==> src/rtl/riscv_if_queue_if.sv <==
// ============================================================================
// Module      : riscv_if_queue_if
// Description : Bundles the instruction-cache request/response signals, the
//               EX redirect and the decode-side queue head of riscv_if_queue.
//               master = the fetch queue, slave = its environment.
// Revision    : 1.0 - initial release
// ============================================================================
`default_nettype none

interface riscv_if_queue_if #(
    parameter int DEPTH = 4
);
    // Instruction-cache side
    logic                     icache_ren;
    logic [29:0]              icache_addr;
    logic [31:0]              icache_rdata;
    logic                     icache_stall;
    // Redirect from EX
    logic                     redirect;
    logic [31:0]              redirect_pc;
    // Decode side
    logic                     out_valid;
    logic                     out_ready;
    logic [31:0]              out_inst;
    logic [31:0]              out_pc;
    logic [31:0]              out_pred_dest;
    logic                     out_pred_taken;
    logic [$clog2(DEPTH):0]   count;

    modport master (
        output icache_ren, icache_addr,
        input  icache_rdata, icache_stall,
        input  redirect, redirect_pc,
        output out_valid, out_inst, out_pc, out_pred_dest, out_pred_taken, count,
        input  out_ready
    );

    modport slave (
        input  icache_ren, icache_addr,
        output icache_rdata, icache_stall,
        output redirect, redirect_pc,
        input  out_valid, out_inst, out_pc, out_pred_dest, out_pred_taken, count,
        output out_ready
    );
endinterface

`default_nettype wire

==> src/rtl/riscv_if_queue.sv <==
// ============================================================================
// Module      : riscv_if_queue
// Description : RISC-V instruction-fetch queue. A FETCH/FULL/DRAIN FSM issues
//               instruction-cache reads and pushes the returned words, with
//               their pc and predicted next pc, into a circular FIFO read by
//               decode. Redirects flush the queue; a redirect that lands on a
//               stalled access drains that access before restarting.
//               Optional macro IF_STATIC_PREDICT_EN: backward-taken /
//               forward-not-taken prediction of conditional branches.
// Revision    : 1.0 - initial release
// ============================================================================
`default_nettype none

module riscv_if_queue #(
    parameter int          DEPTH    = 4,
    parameter logic [31:0] RESET_PC = 32'h0000_0000
) (
    input wire              clk,
    input wire              rst_n,
    riscv_if_queue_if.master bus
);

    localparam int C_PTR_W = $clog2(DEPTH);
    localparam int C_CNT_W = C_PTR_W + 1;
    localparam logic [C_CNT_W-1:0] C_FULL = C_CNT_W'(DEPTH);

    typedef enum logic [1:0] {
        ST_FETCH = 2'd0,
        ST_FULL  = 2'd1,
        ST_DRAIN = 2'd2
    } state_t;

    state_t               r_state;
    logic                 r_ren;
    logic [31:0]          r_pc;
    logic [31:0]          r_drain_pc;
    logic [C_PTR_W-1:0]   r_wptr;
    logic [C_PTR_W-1:0]   r_rptr;
    logic [C_CNT_W-1:0]   r_count;

    logic [31:0]          r_mem_inst  [DEPTH];
    logic [31:0]          r_mem_pc    [DEPTH];
    logic [31:0]          r_mem_dest  [DEPTH];
    logic                 r_mem_taken [DEPTH];

    logic                 w_push;
    logic                 w_pop;
    logic                 w_valid;
    logic [C_CNT_W-1:0]   w_count_next;
    logic                 w_pred_taken;
    logic [31:0]          w_pred_dest;
    logic [31:0]          w_redirect_pc;

    // A completed access in DRAIN belongs to the flushed stream and is dropped
    assign w_push        = r_ren && !bus.icache_stall && (r_state == ST_FETCH);
    assign w_valid       = (r_count != '0);
    assign w_pop         = w_valid && bus.out_ready;
    assign w_count_next  = r_count + C_CNT_W'(w_push) - C_CNT_W'(w_pop);
    assign w_redirect_pc = {bus.redirect_pc[31:2], 2'b00};

`ifdef IF_STATIC_PREDICT_EN
    logic [31:0] w_bimm;
    // Sign-extended B-type immediate; a negative offset is a backward branch
    assign w_bimm       = {{19{bus.icache_rdata[31]}}, bus.icache_rdata[31], bus.icache_rdata[7],
                           bus.icache_rdata[30:25], bus.icache_rdata[11:8], 1'b0};
    assign w_pred_taken = (bus.icache_rdata[6:0] == 7'b1100011) && bus.icache_rdata[31];
    assign w_pred_dest  = w_pred_taken ? (r_pc + w_bimm) : (r_pc + 32'd4);
`else
    assign w_pred_taken = 1'b0;
    assign w_pred_dest  = r_pc + 32'd4;
`endif

    // Fetch FSM, fetch pc and queue pointers; redirect overrides push/pop
    always_ff @(posedge clk) begin
        if (!rst_n) begin
            r_state    <= ST_FETCH;
            r_ren      <= 1'b0;
            r_pc       <= RESET_PC;
            r_drain_pc <= '0;
            r_wptr     <= '0;
            r_rptr     <= '0;
            r_count    <= '0;
        end else if (bus.redirect) begin
            r_wptr  <= '0;
            r_rptr  <= '0;
            r_count <= '0;
            r_ren   <= 1'b1;
            if (r_ren && bus.icache_stall) begin
                // Access in flight: keep the address stable until it completes
                r_state    <= ST_DRAIN;
                r_drain_pc <= w_redirect_pc;
            end else begin
                r_state <= ST_FETCH;
                r_pc    <= w_redirect_pc;
            end
        end else begin
            case (r_state)
                ST_DRAIN: begin
                    if (!bus.icache_stall) begin
                        r_state <= ST_FETCH;
                        r_pc    <= r_drain_pc;
                        r_ren   <= 1'b1;
                    end
                end
                default: begin
                    if (w_push) begin
                        r_wptr <= r_wptr + 1'b1;
                        r_pc   <= w_pred_dest;
                    end
                    if (w_pop) begin
                        r_rptr <= r_rptr + 1'b1;
                    end
                    r_count <= w_count_next;
                    // Request is registered off the next occupancy so it never overfills
                    if (w_count_next == C_FULL) begin
                        r_state <= ST_FULL;
                        r_ren   <= 1'b0;
                    end else begin
                        r_state <= ST_FETCH;
                        r_ren   <= 1'b1;
                    end
                end
            endcase
        end
    end

    // Queue storage write; contents need no reset because count gates the head
    always_ff @(posedge clk) begin
        if (rst_n && !bus.redirect && w_push) begin
            r_mem_inst[r_wptr]  <= bus.icache_rdata;
            r_mem_pc[r_wptr]    <= r_pc;
            r_mem_dest[r_wptr]  <= w_pred_dest;
            r_mem_taken[r_wptr] <= w_pred_taken;
        end
    end

    assign bus.icache_ren     = r_ren;
    assign bus.icache_addr    = r_pc[31:2];
    assign bus.count          = r_count;
    assign bus.out_valid      = w_valid;
    assign bus.out_inst       = w_valid ? r_mem_inst[r_rptr]  : 32'd0;
    assign bus.out_pc         = w_valid ? r_mem_pc[r_rptr]    : 32'd0;
    assign bus.out_pred_dest  = w_valid ? r_mem_dest[r_rptr]  : 32'd0;
    assign bus.out_pred_taken = w_valid ? r_mem_taken[r_rptr] : 1'b0;

endmodule

`default_nettype wire

==> src/flat_wrapper.sv <==
// flat-port wrapper written by rule: the top's interface ports become plain ports
module riscv_if_queue_flat 
#(
    parameter int          DEPTH    = 4,
    parameter logic [31:0] RESET_PC = 32'h0000_0000
)
  (clk, rst_n, bus_icache_ren, bus_icache_addr, bus_icache_rdata, bus_icache_stall, bus_redirect, bus_redirect_pc, bus_out_valid, bus_out_inst, bus_out_pc, bus_out_pred_dest, bus_out_pred_taken, bus_count, bus_out_ready);
  riscv_if_queue_if #(.DEPTH(DEPTH)) bus_i ();
  input wire clk;
  input wire rst_n;
  output wire logic [$bits(bus_i.icache_ren)-1:0] bus_icache_ren;
  output wire logic [$bits(bus_i.icache_addr)-1:0] bus_icache_addr;
  input wire logic [$bits(bus_i.icache_rdata)-1:0] bus_icache_rdata;
  input wire logic [$bits(bus_i.icache_stall)-1:0] bus_icache_stall;
  input wire logic [$bits(bus_i.redirect)-1:0] bus_redirect;
  input wire logic [$bits(bus_i.redirect_pc)-1:0] bus_redirect_pc;
  output wire logic [$bits(bus_i.out_valid)-1:0] bus_out_valid;
  output wire logic [$bits(bus_i.out_inst)-1:0] bus_out_inst;
  output wire logic [$bits(bus_i.out_pc)-1:0] bus_out_pc;
  output wire logic [$bits(bus_i.out_pred_dest)-1:0] bus_out_pred_dest;
  output wire logic [$bits(bus_i.out_pred_taken)-1:0] bus_out_pred_taken;
  output wire logic [$bits(bus_i.count)-1:0] bus_count;
  input wire logic [$bits(bus_i.out_ready)-1:0] bus_out_ready;
  assign bus_icache_ren = bus_i.icache_ren;
  assign bus_icache_addr = bus_i.icache_addr;
  assign bus_i.icache_rdata = bus_icache_rdata;
  assign bus_i.icache_stall = bus_icache_stall;
  assign bus_i.redirect = bus_redirect;
  assign bus_i.redirect_pc = bus_redirect_pc;
  assign bus_out_valid = bus_i.out_valid;
  assign bus_out_inst = bus_i.out_inst;
  assign bus_out_pc = bus_i.out_pc;
  assign bus_out_pred_dest = bus_i.out_pred_dest;
  assign bus_out_pred_taken = bus_i.out_pred_taken;
  assign bus_count = bus_i.count;
  assign bus_i.out_ready = bus_out_ready;
  riscv_if_queue #(.DEPTH(DEPTH), .RESET_PC(RESET_PC)) u_core (.clk(clk), .rst_n(rst_n), .bus(bus_i));
endmodule
==> config.mk <==
export PLATFORM = sky130hd
export DESIGN_NAME = riscv_if_queue_flat
export DESIGN_NICKNAME = d
export VERILOG_FILES = /design/src/rtl/riscv_if_queue_if.sv /design/src/rtl/riscv_if_queue.sv /design/src/flat_wrapper.sv
export SDC_FILE = /design/constraint.sdc
export NUM_CORES = 1
export LEC_CHECK = 0
export ABC_AREA = 0
export CORE_MARGIN = 2
export CORE_UTILIZATION = 40
export DETAILED_ROUTE_END_ITERATION = 8
export GPL_TIMING_DRIVEN = 1
export PLACE_DENSITY = 0.65
export REMOVE_ABC_BUFFERS = 1
export SYNTH_ARGS = -nofsm -noshare
export SYNTH_HDL_FRONTEND = slang
export SYNTH_SLANG_ARGS = --single-unit
==> constraint.sdc <==
create_clock -name clk -period 7.2 [get_ports clk]
set_input_delay 1.08 -clock clk [delete_from_list [all_inputs] [get_ports clk]]
set_output_delay 1.08 -clock clk [all_outputs]
set_load 0.03 [all_outputs]
# Word-level counts from Yosys, hierarchy flattened
# Memory sizes are Yosys's and may differ from the RTL's. A register that Yosys moved wholly into a read port is not among the register bits.
# Index checks and enable logic that the tools add are counted.
# word_totals
out_inout_bits,132
wordCells,63
memories,3
in_bits,69
register_bits,72
mem_bits_ro,0
ramBits,384
latchBits,0
# classes
multipliers,0
div,0
eq_ne,4
n_reduce_logical,16
order_cmp,0
muxes,26
add_sub_neg,5
shift,0
bitwise_logic,2
# memory_table
name,words,width,read_ports,rd_ports_with_merged_regs,wr,line,text
u_core.r_mem_dest,4,32,1,1,1,riscv_if_queue.sv:43,logic [31:0] r_mem_dest [DEPTH];
u_core.r_mem_inst,4,32,1,1,1,riscv_if_queue.sv:41,logic [31:0] r_mem_inst [DEPTH];
u_core.r_mem_pc,4,32,1,1,1,riscv_if_queue.sv:42,logic [31:0] r_mem_pc [DEPTH];
# op_table
op,n
$mux W32,8
$add A32 B3 Y32 const B,1
$mux W2,10
$mux W1,8
$logic_and A1 B1 Y1,6
$reduce_and A2 Y1,3
$reduce_bool A3 Y1,2
$add A2 B1 Y2 const B,2
$add A3 B1 Y3,1
$eq A3 B3 Y1 const B,1
$ne A3 B3 Y1 const B,1
$reduce_and A3 Y1,1
$sub A3 B1 Y3,1
$eq A2 B2 Y1 const B,1
$logic_not A1 Y1,2
$logic_not A2 Y1,1
$ne A2 B2 Y1 const B,1
$not A1 Y1,2
$reduce_or A2 Y1,1

# Depth between registers and ports, before layout
# depth
depth_word,9
ltp_mapped,11
depth_no_buf,11

# Worst setup path before layout
# No wires, ideal clock.
# synth_timing
kind,input to register
start,input port bus_redirect
end,"memory u_core.r_mem_dest[0][10], enable pin"
stages,6
t_required_ps,6739
setup_slack_ps,2526
setup_time_ps,461
t_arrival_ps,4213
path_buffers,3
cell_sequence,clkbuf_1 inv_1 clkbuf_1 clkbuf_1 and3_1 and2_1
# synth_via
elab_chain_len,5
# synth_lines
element,line,text
from (decl),flat_wrapper.sv:15,input wire logic [$bits(bus_i.redirect)-1:0] bus_redirect;
$logic_not A1 Y1,riscv_if_queue.sv:129,if (rst_n && !bus.redirect && w_push) begin
$logic_and A1 B1 Y1 (2 in a row),riscv_if_queue.sv:129,
$mux W1,--,
$mux W1 (implied by the code),riscv_if_queue.sv:132,r_mem_dest[r_wptr] <= w_pred_dest;
to (decl),riscv_if_queue.sv:43,
# Every way passes these cells.

==> out/results.txt <==
Worst Path Max Fanout -> 51
Post-synth ARST share -> 0%
# Max-Cap Violations -> 0
register area share after synthesis -> 69.4%
status -> finished, final reports clean
Main synth FF type -> edfxtp_1
worst-skew pair later-pin latency -> 0.57 ns
core box area -> 44300 sq um
worst setup path class -> reg -> out
number of synthesized flops with an enable pin -> 368
share of layout cells above drive strength 1 -> 14.9%
Fin. Hold Viols -> 0
min-delay src -> u_core.r_drain_pc[18]$_SDFFE_PN0P_
Synth top area share -> 61.4%
Min-Delay Path Depth -> 2
Critical Path Max Stage Delay -> 0.92 ns
Worst Hold End -> u_core.r_drain_pc[18]$_SDFFE_PN0P_
RSZ-0062 raised after global routing -> false
io pins -> 201
GP Congestion -> 0.758
mapped cell area -> 18000 sq um
Max clock buf depth -> 3
vias in the first global route -> 10705
port bufs -> 193
Via density -> 5.35
setup TNS -> 0 ns
Initial Util -> 40.6%
Total Routing Usage GR -> 17.9%
Yosys reg bits -> 440
Final Setup Violations -> 0
skew final -> 0.0211 ns
synth top area cells -> edfxtp_1 (61%), mux4_2 (12%), dfxtp_1 (8.0%)
largest net degree at the start of global routing -> 66
hpwl dp -> 24400 microns
Reg-to-Reg End -> u_core.r_mem_inst[2][19]$_DFFE_PP_
DRT antenna net count -> 0
total power -> 0.00585 W
Max Freq -> 223 MHz
die height -> 216 microns
Yosys warning count -> 0
wire length per cell -> 21.3 microns
total die area -> 46700 sq um
die width -> 216 microns
DRT Pass-1 Iters -> 8
CP Capture Type -> primary output
clk sink count -> 440
Core Util, Final -> 49.7%
worst vdd ir -> 0.135 mV
Mapped Avg Cell Area -> 15.8 sq um
Slowest-stage cell, CP -> dfxtp_4
cell with the most instances after synthesis -> edfxtp_1
Unique masters post-synth -> 63
WP data required -> 6.12 ns
initial antenna violation count -> 9
DRT Wirelength -> 41900 microns
relative slew slack -> 22.9%
worst slew pin tran -> 1.15 ns
worst r2r src -> u_core.bus.icache_ren$_SDFFE_PN0P_
CP startpoint kind -> flop
root buf cell -> clkbuf_16
Post-CTS Hold Buffers -> 0
total setup buffers inserted after CTS -> 0
synthesis-to-finish area growth -> 22.4%
Arr. time, crit path -> 3.41 ns
cells along the critical path -> buf_4, mux4_2, and2_1, clkdlybuf4s50_1
vias after detailed routing -> 10533
Post-route DRC -> 0
CTS tree -> done
setup slack, reg-to-reg -> 3.80 ns
cts repair resizes -> 0
top post-synthesis cells by count -> edfxtp_1 (368), nand2_1 (110), and2_1 (99)
Pwr per Cell Area -> 265 nW/um^2
area leader, netlist -> edfxtp_1
cts bufs inserted -> 46
Leakage -> 7.12 nW
max-slew violation count -> 0
first-pass GRT wire length -> 63900 microns
Final Critical Period -> 4.49 ns
CTS clock-pin slew for the worst setup and hold paths -> 0.06 ns
DR iter-0 viols -> 899
Mapped Cells -> 1141
Total Nets Final -> 1409
Tcrit/Tclk final -> 62.4%
reg2reg path depth -> 4
Worst Hold Class -> reg -> reg
htree depth -> 2
grt ovf -> 0
std cell rows -> 77
-- sequential cells by signal, summed over array words and instances (netlist names), named ones only --
| name | flops |
|---|---|
| u_core.r_pc | 30 |
| u_core.bus.count | 3 |
| u_core.bus.icache_ren | 1 |
| u_core.r_mem_dest | 120 |
| u_core.r_rptr | 2 |
| u_core.r_drain_pc | 30 |
| u_core.r_wptr | 2 |
| u_core.r_state | 2 |
| u_core.r_mem_pc | 120 |
| u_core.r_mem_inst | 128 |
-- placed cells by master (no fill, tap or decap), types with 4 or more instances in the layout --
cell type	synthesis	routed
and2_4	0	4
or3_1	5	4
a31oi_1	8	8
xnor2_1	15	15
nand4_1	8	8
o21ai_0	36	36
nand3_1	17	17
nor4_1	4	4
nand2_1	110	110
clkinv_1	0	13
ha_1	7	7
conb_1	1	5
mux4_2	92	92
clkdlybuf4s50_1	0	192
edfxtp_1	368	368
clkinv_2	0	9
clkbuf_1	54	9
a221oi_1	5	5
nor2_1	43	42
o21a_1	4	4
buf_4	5	19
and3_1	16	16
dfxtp_1	72	70
o211ai_1	4	4
inv_1	11	11
clkbuf_16	0	49
nor3_1	11	11
a21oi_1	56	56
and2_1	99	95
diode_2	0	6
xor2_1	19	19
-- area by class of cell --
type                       instances  area, sq um
multi-input combinational        619         5210
tap                              592          741
timing repair buffer             213         2090
inverter                          12         45.0
fill                            3743        22300
sequential                       440        12500
antenna                            6         15.0
clock buffer                      58         1260
clock inverter                    27          174
-- routing by layer --
| metal | global-route usage [%] | share of wire [%] | up-vias |
|---|---|---|---|
| li1 | - | - | 4751 |
| met1 | 24.5 | 44 | 5386 |
| met2 | 29.0 | 48 | 324 |
| met3 | 3.54 | 5.5 | 64 |
| met4 | 5.80 | 2.1 | 8 |
| met5 | 0 | 0.13 | - |
-- worst max-delay path, delay by kind of cell (launching register included) --
family | cells | cell delay (ns)
multiplexers | 1 | 0.47
flip-flops | 1 | 0.92
AND/OR/NAND/NOR | 1 | 0.20
buffers and inverters | 2 | 1.25
-- worst max-delay path by stage --
stage,to,slack [ns],depth (start not counted)
3_3_place_gp,u_core.r_mem_inst[2][19]$_DFFE_PP_,2.50,5
2_1_floorplan,bus_out_inst[0],1.35,2
3_5_place_dp,u_core.r_mem_inst[2][19]$_DFFE_PP_,2.48,5
4_1_cts,bus_out_pred_dest[20],2.60,4
6_report,bus_out_pred_dest[20],2.71,4
5_1_grt,bus_out_pred_dest[20],2.55,4
-- cell families after synthesis --
logic type | after synthesis | synth area share, %
multiplexers | 97 | 11.8
buffers and inverters | 86 | 1.97
adder cells (fa/ha/maj) | 8 | 0.597
AO/OA/AOI/OAI | 141 | 4.75
XOR/XNOR | 34 | 1.65
other | 1 | 0.0208
AND/OR/NAND/NOR | 334 | 9.83
flip-flops | 440 | 69.4
-- through the flow --
stage               cell area, sq um  std cells  hold slack, ns  worst slack (ns)
CTS                            22000       1961           0.450              2.60
floorplan                      17700       1071           0.432              1.35
global placement               20600       1876           0.437              2.50
finish                         22000       1967           0.450              2.71
detailed placement             20600       1876           0.442              2.48
global route                   22000       1965           0.466              2.55
-- power breakdown --
part / internal, W / leakage [nW] / switching, W
Sequential: 0.00282 / 3.96 / 0.0000692
Clock: 0.00131 / 0.699 / 0.000944
Combinational: 0.000292 / 2.47 / 0.000421
Total: 0.00442 / 7.12 / 0.00143
Note: power is estimated with default switching activity, not from simulation.
